===== src/rtl/trace_capture_unit_if.sv =====
// trace_capture_unit_if: probe, trigger, readback and status signals of the trace buffer.
interface trace_capture_unit_if #(
   parameter int WIDTH = 32,
   parameter int CHANNELS = 4,
   parameter int DEPTH = 16
);
   localparam int CW = CHANNELS > 1 ? $clog2(CHANNELS) : 1;
   localparam int AW = $clog2(DEPTH);
   logic                      arm;
   logic                      probe_valid;
   logic [CHANNELS*WIDTH-1:0] probe_in;
   logic [CW-1:0]             trig_ch;
   logic [WIDTH-1:0]          trig_value;
   logic [AW-1:0]             rd_addr;
   logic [CW-1:0]             rd_ch;
   logic [WIDTH-1:0]          rd_data;
   logic [31:0]               rd_ts;
   logic                      armed;
   logic                      triggered;
   logic                      done;
   logic [AW:0]               count;
   modport master (output arm, probe_valid, probe_in, trig_ch, trig_value, rd_addr, rd_ch,
                   input rd_data, rd_ts, armed, triggered, done, count);
   modport slave (input arm, probe_valid, probe_in, trig_ch, trig_value, rd_addr, rd_ch,
                  output rd_data, rd_ts, armed, triggered, done, count);
endinterface


===== src/rtl/trace_capture_unit.sv =====
// trace_capture_unit: DEPTH-entry ring trace buffer that freezes POST_TRIG samples after a value match.
// Optional TRACE_TIMESTAMP_EN stores a free-running 32-bit cycle stamp with every sample.
module trace_capture_unit #(
   parameter int WIDTH = 32,
   parameter int CHANNELS = 4,
   parameter int DEPTH = 16,
   parameter int POST_TRIG = 8
) (
   input logic clk,
   input logic rst_n,
   trace_capture_unit_if.slave bus
);
   localparam int CW = CHANNELS > 1 ? $clog2(CHANNELS) : 1;
   localparam int AW = $clog2(DEPTH);
   localparam logic [AW:0] FULL = (AW + 1)'(DEPTH);
   typedef enum logic [1:0] {IDLE, ARMED, POST, DONE} state_t;
   state_t state, state_nxt;
   logic [AW-1:0] wr_ptr, phys;
   logic [AW:0] count, post_cnt;
   logic [CW-1:0] trig_sel, rd_sel;
   logic hit, cap;
   logic [CHANNELS*WIDTH-1:0] mem [DEPTH];
   always_comb begin
      trig_sel = int'(bus.trig_ch) < CHANNELS ? bus.trig_ch : '0;
      rd_sel = int'(bus.rd_ch) < CHANNELS ? bus.rd_ch : '0;
      cap = (state == ARMED || state == POST) && bus.probe_valid && !bus.arm;
      hit = state == ARMED && bus.probe_valid && bus.probe_in[int'(trig_sel)*WIDTH +: WIDTH] == bus.trig_value;
      phys = count == FULL ? wr_ptr + bus.rd_addr : bus.rd_addr;
      state_nxt = state;
      if (bus.arm) state_nxt = ARMED;
      else if (hit) state_nxt = POST_TRIG == 0 ? DONE : POST;
      else if (cap && state == POST && post_cnt == (AW + 1)'(1)) state_nxt = DONE;
   end
   always_ff @(posedge clk or negedge rst_n) begin
      if (!rst_n) begin
         state <= IDLE;
         wr_ptr <= '0;
         count <= '0;
         post_cnt <= '0;
      end else begin
         state <= state_nxt;
         if (bus.arm) begin
            wr_ptr <= '0;
            count <= '0;
            post_cnt <= (AW + 1)'(POST_TRIG);
         end else if (cap) begin
            wr_ptr <= wr_ptr + 1'b1;
            count <= count == FULL ? count : count + 1'b1;
            if (state == POST) post_cnt <= post_cnt - 1'b1;
         end
      end
   end
   // Sample storage carries no reset so it survives an aborted capture.
   always_ff @(posedge clk) if (cap) mem[wr_ptr] <= bus.probe_in;
   always_ff @(posedge clk or negedge rst_n) begin
      if (!rst_n) bus.rd_data <= '0;
      else bus.rd_data <= mem[phys][int'(rd_sel)*WIDTH +: WIDTH];
   end
`ifdef TRACE_TIMESTAMP_EN
   logic [31:0] ts;
   logic [31:0] ts_mem [DEPTH];
   always_ff @(posedge clk or negedge rst_n) begin
      if (!rst_n) begin
         ts <= '0;
         bus.rd_ts <= '0;
      end else begin
         ts <= ts + 1'b1;
         bus.rd_ts <= ts_mem[phys];
      end
   end
   always_ff @(posedge clk) if (cap) ts_mem[wr_ptr] <= ts;
`else
   assign bus.rd_ts = '0;
`endif
   assign bus.armed = state == ARMED;
   assign bus.triggered = state == POST || state == DONE;
   assign bus.done = state == DONE;
   assign bus.count = count;
endmodule


===== src/flat_wrapper.sv =====
// flat-port wrapper written by rule: the top's interface ports become plain ports
module trace_capture_unit_flat 
#(
   parameter int WIDTH = 32,
   parameter int CHANNELS = 4,
   parameter int DEPTH = 16,
   parameter int POST_TRIG = 8
)
  (clk, rst_n, bus_arm, bus_probe_valid, bus_probe_in, bus_trig_ch, bus_trig_value, bus_rd_addr, bus_rd_ch, bus_rd_data, bus_rd_ts, bus_armed, bus_triggered, bus_done, bus_count);
  trace_capture_unit_if #(.WIDTH(WIDTH), .CHANNELS(CHANNELS), .DEPTH(DEPTH)) bus_i ();
  input logic clk;
  input logic rst_n;
  input wire logic [$bits(bus_i.arm)-1:0] bus_arm;
  input wire logic [$bits(bus_i.probe_valid)-1:0] bus_probe_valid;
  input wire logic [$bits(bus_i.probe_in)-1:0] bus_probe_in;
  input wire logic [$bits(bus_i.trig_ch)-1:0] bus_trig_ch;
  input wire logic [$bits(bus_i.trig_value)-1:0] bus_trig_value;
  input wire logic [$bits(bus_i.rd_addr)-1:0] bus_rd_addr;
  input wire logic [$bits(bus_i.rd_ch)-1:0] bus_rd_ch;
  output wire logic [$bits(bus_i.rd_data)-1:0] bus_rd_data;
  output wire logic [$bits(bus_i.rd_ts)-1:0] bus_rd_ts;
  output wire logic [$bits(bus_i.armed)-1:0] bus_armed;
  output wire logic [$bits(bus_i.triggered)-1:0] bus_triggered;
  output wire logic [$bits(bus_i.done)-1:0] bus_done;
  output wire logic [$bits(bus_i.count)-1:0] bus_count;
  assign bus_i.arm = bus_arm;
  assign bus_i.probe_valid = bus_probe_valid;
  assign bus_i.probe_in = bus_probe_in;
  assign bus_i.trig_ch = bus_trig_ch;
  assign bus_i.trig_value = bus_trig_value;
  assign bus_i.rd_addr = bus_rd_addr;
  assign bus_i.rd_ch = bus_rd_ch;
  assign bus_rd_data = bus_i.rd_data;
  assign bus_rd_ts = bus_i.rd_ts;
  assign bus_armed = bus_i.armed;
  assign bus_triggered = bus_i.triggered;
  assign bus_done = bus_i.done;
  assign bus_count = bus_i.count;
  trace_capture_unit #(.WIDTH(WIDTH), .CHANNELS(CHANNELS), .DEPTH(DEPTH), .POST_TRIG(POST_TRIG)) u_core (.clk(clk), .rst_n(rst_n), .bus(bus_i));
endmodule

===== config.mk =====
export PLATFORM = sky130hd
export DESIGN_NAME = trace_capture_unit_flat
export DESIGN_NICKNAME = d
export VERILOG_FILES = /design/src/rtl/trace_capture_unit_if.sv /design/src/rtl/trace_capture_unit.sv /design/src/flat_wrapper.sv
export SDC_FILE = /design/constraint.sdc
export NUM_CORES = 2
export LEC_CHECK = 0
export BUFFER_PORTS_ARGS = -buffer_cell sky130_fd_sc_hd__buf_2
export CAP_MARGIN = 5
export CORE_AREA = 2 2 389 391
export CTS_CLUSTER_SIZE = 12
export DETAILED_ROUTE_END_ITERATION = 8
export DIE_AREA = 0 0 391 393
export PLACE_DENSITY_LB_ADDON = 0.1
export SETUP_SLACK_MARGIN = 0.5
export SLEW_MARGIN = 0
export SYNTH_ARGS = -nofsm -noshare
export SYNTH_HDL_FRONTEND = slang
export SYNTH_SLANG_ARGS = --single-unit
export TNS_END_PERCENT = 1

===== constraint.sdc =====
create_clock -name clk -period 4.5 [get_ports clk]
set_clock_uncertainty 0.1 [all_clocks]
set_input_delay 0.45 -clock clk [delete_from_list [all_inputs] [get_ports clk]]
set_output_delay 0.45 -clock clk [all_outputs]
set_load 0.02 [all_outputs]

==> impl_metrics.tcl <==
set metrics [dict create \
    die_h_um 393 \
    async_flop_share 0.0229 \
    ios 244 \
    initial_utilization 0.556 \
    htreeDepth 4 \
    drtAntennaViolNets 0 \
    max_freq_mhz 246 \
    grt_start_max_net_pins 118 \
    setup_viol 0 \
    clock-root-buffer "clkbuf_16" \
    rsz0062_at_grt "true" \
    met1Wirelength_um 101000 \
    dp_cells 7720 \
    fin_cells 8238 \
    globalplace.congestion 0.855 \
    switchingPower_uw 9080 \
    synth_edf_count 2048 \
    wl_met2_um 115000 \
    critPathSlowestCell "nor2_1" \
    end_kind "flop" \
    dr.pass1.iters 6 \
    netlist_instances 5726 \
    clock-sinks 2096 \
    clkLatencyLatePin_ns 0.83 \
    antenna_found_initial 39 \
    final_hold_viol_count 0 \
    routed_via_density 6.39 \
    internal_power_uw 31600 \
    routed-wl-met3_um 27500 \
    yosysTopAreaCell "edfxtp_1" \
    p_total_uw 40700 \
    slew_viol_final 0 \
    cts_buffers 209 \
    wirelength_um 250000 \
    r2r_start "u_core.wr_ptr[0]" \
    seq_area_frac_synth 0.755 \
    yosysWarnings 0 \
    tritoncts "built" \
    final_design_area_no_fill_mm2 0.0948 \
    setup_slack_ns 0.443 \
    io_buffers 211 \
    relSlewSlack 0.375 \
    wl_per_cell_um 30.3 \
    syn_area_per_cell_um2 14.5 \
    die_w_um 391 \
    tightest_slew_ns 0.929 \
    crit_type "flop to flop" \
    outcome "complete, no violations" \
    drc_errors 0 \
    regToRegEndpoint "u_core.bus.rd_data[27]" \
    vias 52653 \
    power.share.sequential 0.533 \
    grt_pass1_wl_um 356000 \
    pwr-share-comb 0.067 \
    critPathRequiredTime_ns 5.08 \
    critPathMaxFanout 17 \
    p_per_area_mw_per_mm2 429 \
    start_kind "flop" \
    path_cells "ha_1, fa_1, xor2_1, mux2i_4, nor2_4, buf_4, buf_4, nand3_1, a31oi_1, a311oi_1, nor2_1, nand2_1" \
    synth_area_mm2 0.0831 \
    fp-row-count 142 \
    top_layer "met5" \
    core_mm2 0.149 \
    rrSetupSlack_ns 0.44 \
    placed_area_mm2 0.0872 \
    critPathMaxStageDelay_ns 0.51 \
    synth-seq-cells 2096 \
    cpMostUsedCell "buf_4" \
    peakVddDrop_mv 0.336 \
    yosysUniqueCellTypes 48 \
    synth_top_area_share 0.740 \
    p_sw_frac 0.223 \
    synth_area_leaders "edfxtp_1 74%, nand2_1 7.1%, nand3_1 4.9%, mux4_2 4.0%, dfrtp_1 1.4%" \
    overflow 0 \
    clk_path_buf_depth 3 \
    fin_crit_sh 0.902 \
    syn2layout_area_growth_pct 14.2 \
    period_minus_slack_ns 4.06 \
    drive_gt1_frac 0.137 \
    reg2reg_depth 12 \
    critPathArrivalTime_ns 4.64 \
    grt_pass1_vias 49629 \
    drv_cap 0 \
    dp_slack_ns 0.262 \
    die_area_mm2 0.154 \
    clkTransAtPathRegs_ns 0.06 \
    hold_path_class "input pin to asynchronous set/reset pin" \
    initialDrtViolationCount 7436 \
    n_fill_cell 10933 \
    dp_hpwl_um 142000 \
    grt_usage 0.325 \
    setup_tns_ns 0 \
    final_nets 6305 \
    synth_ff_type "edfxtp_1" \
    leakagePower_uw 0.0324 \
    p_clk_frac 0.400 \
]
## routing by layer
layer,vias up,global-route usage
met1,26862,0.482
met2,3204,0.496
met4,20,0.0955
met3,401,0.0625
met5,-,0
li1,22166,-
## synthesized netlist by cell type (12+ instances only)
| master | number |
|---|---|
| edfxtp_1 | 2048 |
| nand2_1 | 1581 |
| nand3_1 | 807 |
| buf_2 | 185 |
| mux4_2 | 146 |
| a21oi_1 | 132 |
| clkbuf_1 | 100 |
| a31oi_1 | 87 |
| a311oi_1 | 76 |
| mux2i_1 | 68 |
| a32oi_1 | 67 |
| buf_4 | 56 |
| nor2_1 | 55 |
| dfrtp_1 | 48 |
| xnor2_1 | 35 |
| buf_1 | 33 |
| nor4_1 | 30 |
| and3_1 | 23 |
| buf_6 | 17 |
| and2_1 | 16 |
| o22ai_1 | 15 |
| ha_1 | 14 |
| a221oi_1 | 12 |
## through the flow
stage                     hold slack, ns   util
after floorplan                   0.0544      -
after global routing              0.0569  0.635
after detailed placement           0.371  0.584
final                             0.0688  0.635
after global placement             0.369  0.584
after CTS                         0.0257  0.635
## power by group through the flow
stage	clock network [uW]	logic, uW	registers [uW]
after detailed placement	0	2560	22100
after CTS	16400	2680	21700
final	16300	2710	21700
after floorplan	0	1300	22100
after global placement	0	2530	22100
after global routing	17200	2870	21700
## flip-flops by register name, indices dropped and copies added (netlist names)
register	count
u_core.mem	2048
u_core.bus.rd_data	32
u_core.bus.count	5
u_core.post_cnt	5
u_core.wr_ptr	4
u_core.state	2
## worst max-delay path: cells and delay by family, from the launching register on
family / cells / cell delay (ns)
XOR/XNOR: 1 / 0.31
buffers and inverters: 2 / 0.75
adder cells (fa/ha/maj): 2 / 0.64
multiplexers: 1 / 0.29
AO/OA/AOI/OAI: 2 / 0.25
AND/OR/NAND/NOR: 4 / 1.06
flip-flops: 1 / 0.47
## logic make-up (layout without fill, tap and decap cells)
group,count (synthesis),in the layout,share of synthesized area
flip-flops,2096,2096,0.755
buffers and inverters,400,920,0.0251
XOR/XNOR,46,46,0.00503
other,1,49,0.0000452
adder cells (fa/ha/maj),15,15,0.00235
AND/OR/NAND/NOR,2545,2545,0.130
AO/OA/AOI/OAI,404,404,0.0334
multiplexers,219,219,0.0489
## cell type report
type,count,area (um^2),area share
diodes,17,42.5,0.000449
clock buffers,327,5950,0.0627
clock inverters,43,299,0.00315
inverters,8,30.0,0.000317
multi-input cells,3261,18600,0.196
flip-flops and latches,2096,62700,0.661
well taps,1944,2430,0.0257
repair buffers,542,4790,0.0505
## timing repair
item | in CTS | in global routing
setup buffers | 0 | 2
hold buffers | 129 | 0
pin swaps | 0 | 0
gates cloned | 0 | 0
hold endpoints to repair | 2050 | 0
endpoints found under the setup margin | 10 | 16
gates resized for setup | 4 | 4
## how the worst max path moves through the flow
| stage | start | to | slack (ns) | cells after the start |
|---|---|---|---|---|
| floorplan | u_core.state[0] | u_core.mem[5][0] | -0.31 | 7 |
| global placement | bus_rd_addr[0] | u_core.bus.rd_data[9] | 0.07 | 10 |
| detailed placement | bus_rd_addr[0] | u_core.bus.rd_data[13] | 0.26 | 10 |
| CTS | u_core.bus.count[0] | u_core.bus.rd_data[23] | 0.33 | 13 |
| global route | u_core.bus.count[0] | u_core.bus.rd_data[24] | 0.38 | 13 |
| finish | u_core.wr_ptr[0] | u_core.bus.rd_data[27] | 0.44 | 12 |
## cells in the final DEF, fill, tap and decap left out, types with 7 or more instances in the layout
master and n:
dlygate4sd3_1 129, mux2i_1 67, nand3_1 807, buf_2 210, nor4_1 24, a21oi_1 132
nor2_2 7, dfrtp_1 48, inv_1 8, clkbuf_8 17, mux4_2 146, o22ai_1 15
a31oi_1 87, xor2_1 9, and3_1 23, ha_1 14, clkinv_1 21, clkinv_2 12
nand4_1 11, nor2_1 48, a32oi_1 67, a311oi_1 76, clkbuf_16 214, conb_1 32
clkbuf_1 96, and2_4 16, buf_4 129, xnor2_1 35, diode_2 17, a221oi_1 12
buf_12 74, nand2_1 1576, edfxtp_1 2048
No activity file was read; power rests on OpenSTA's default activity.
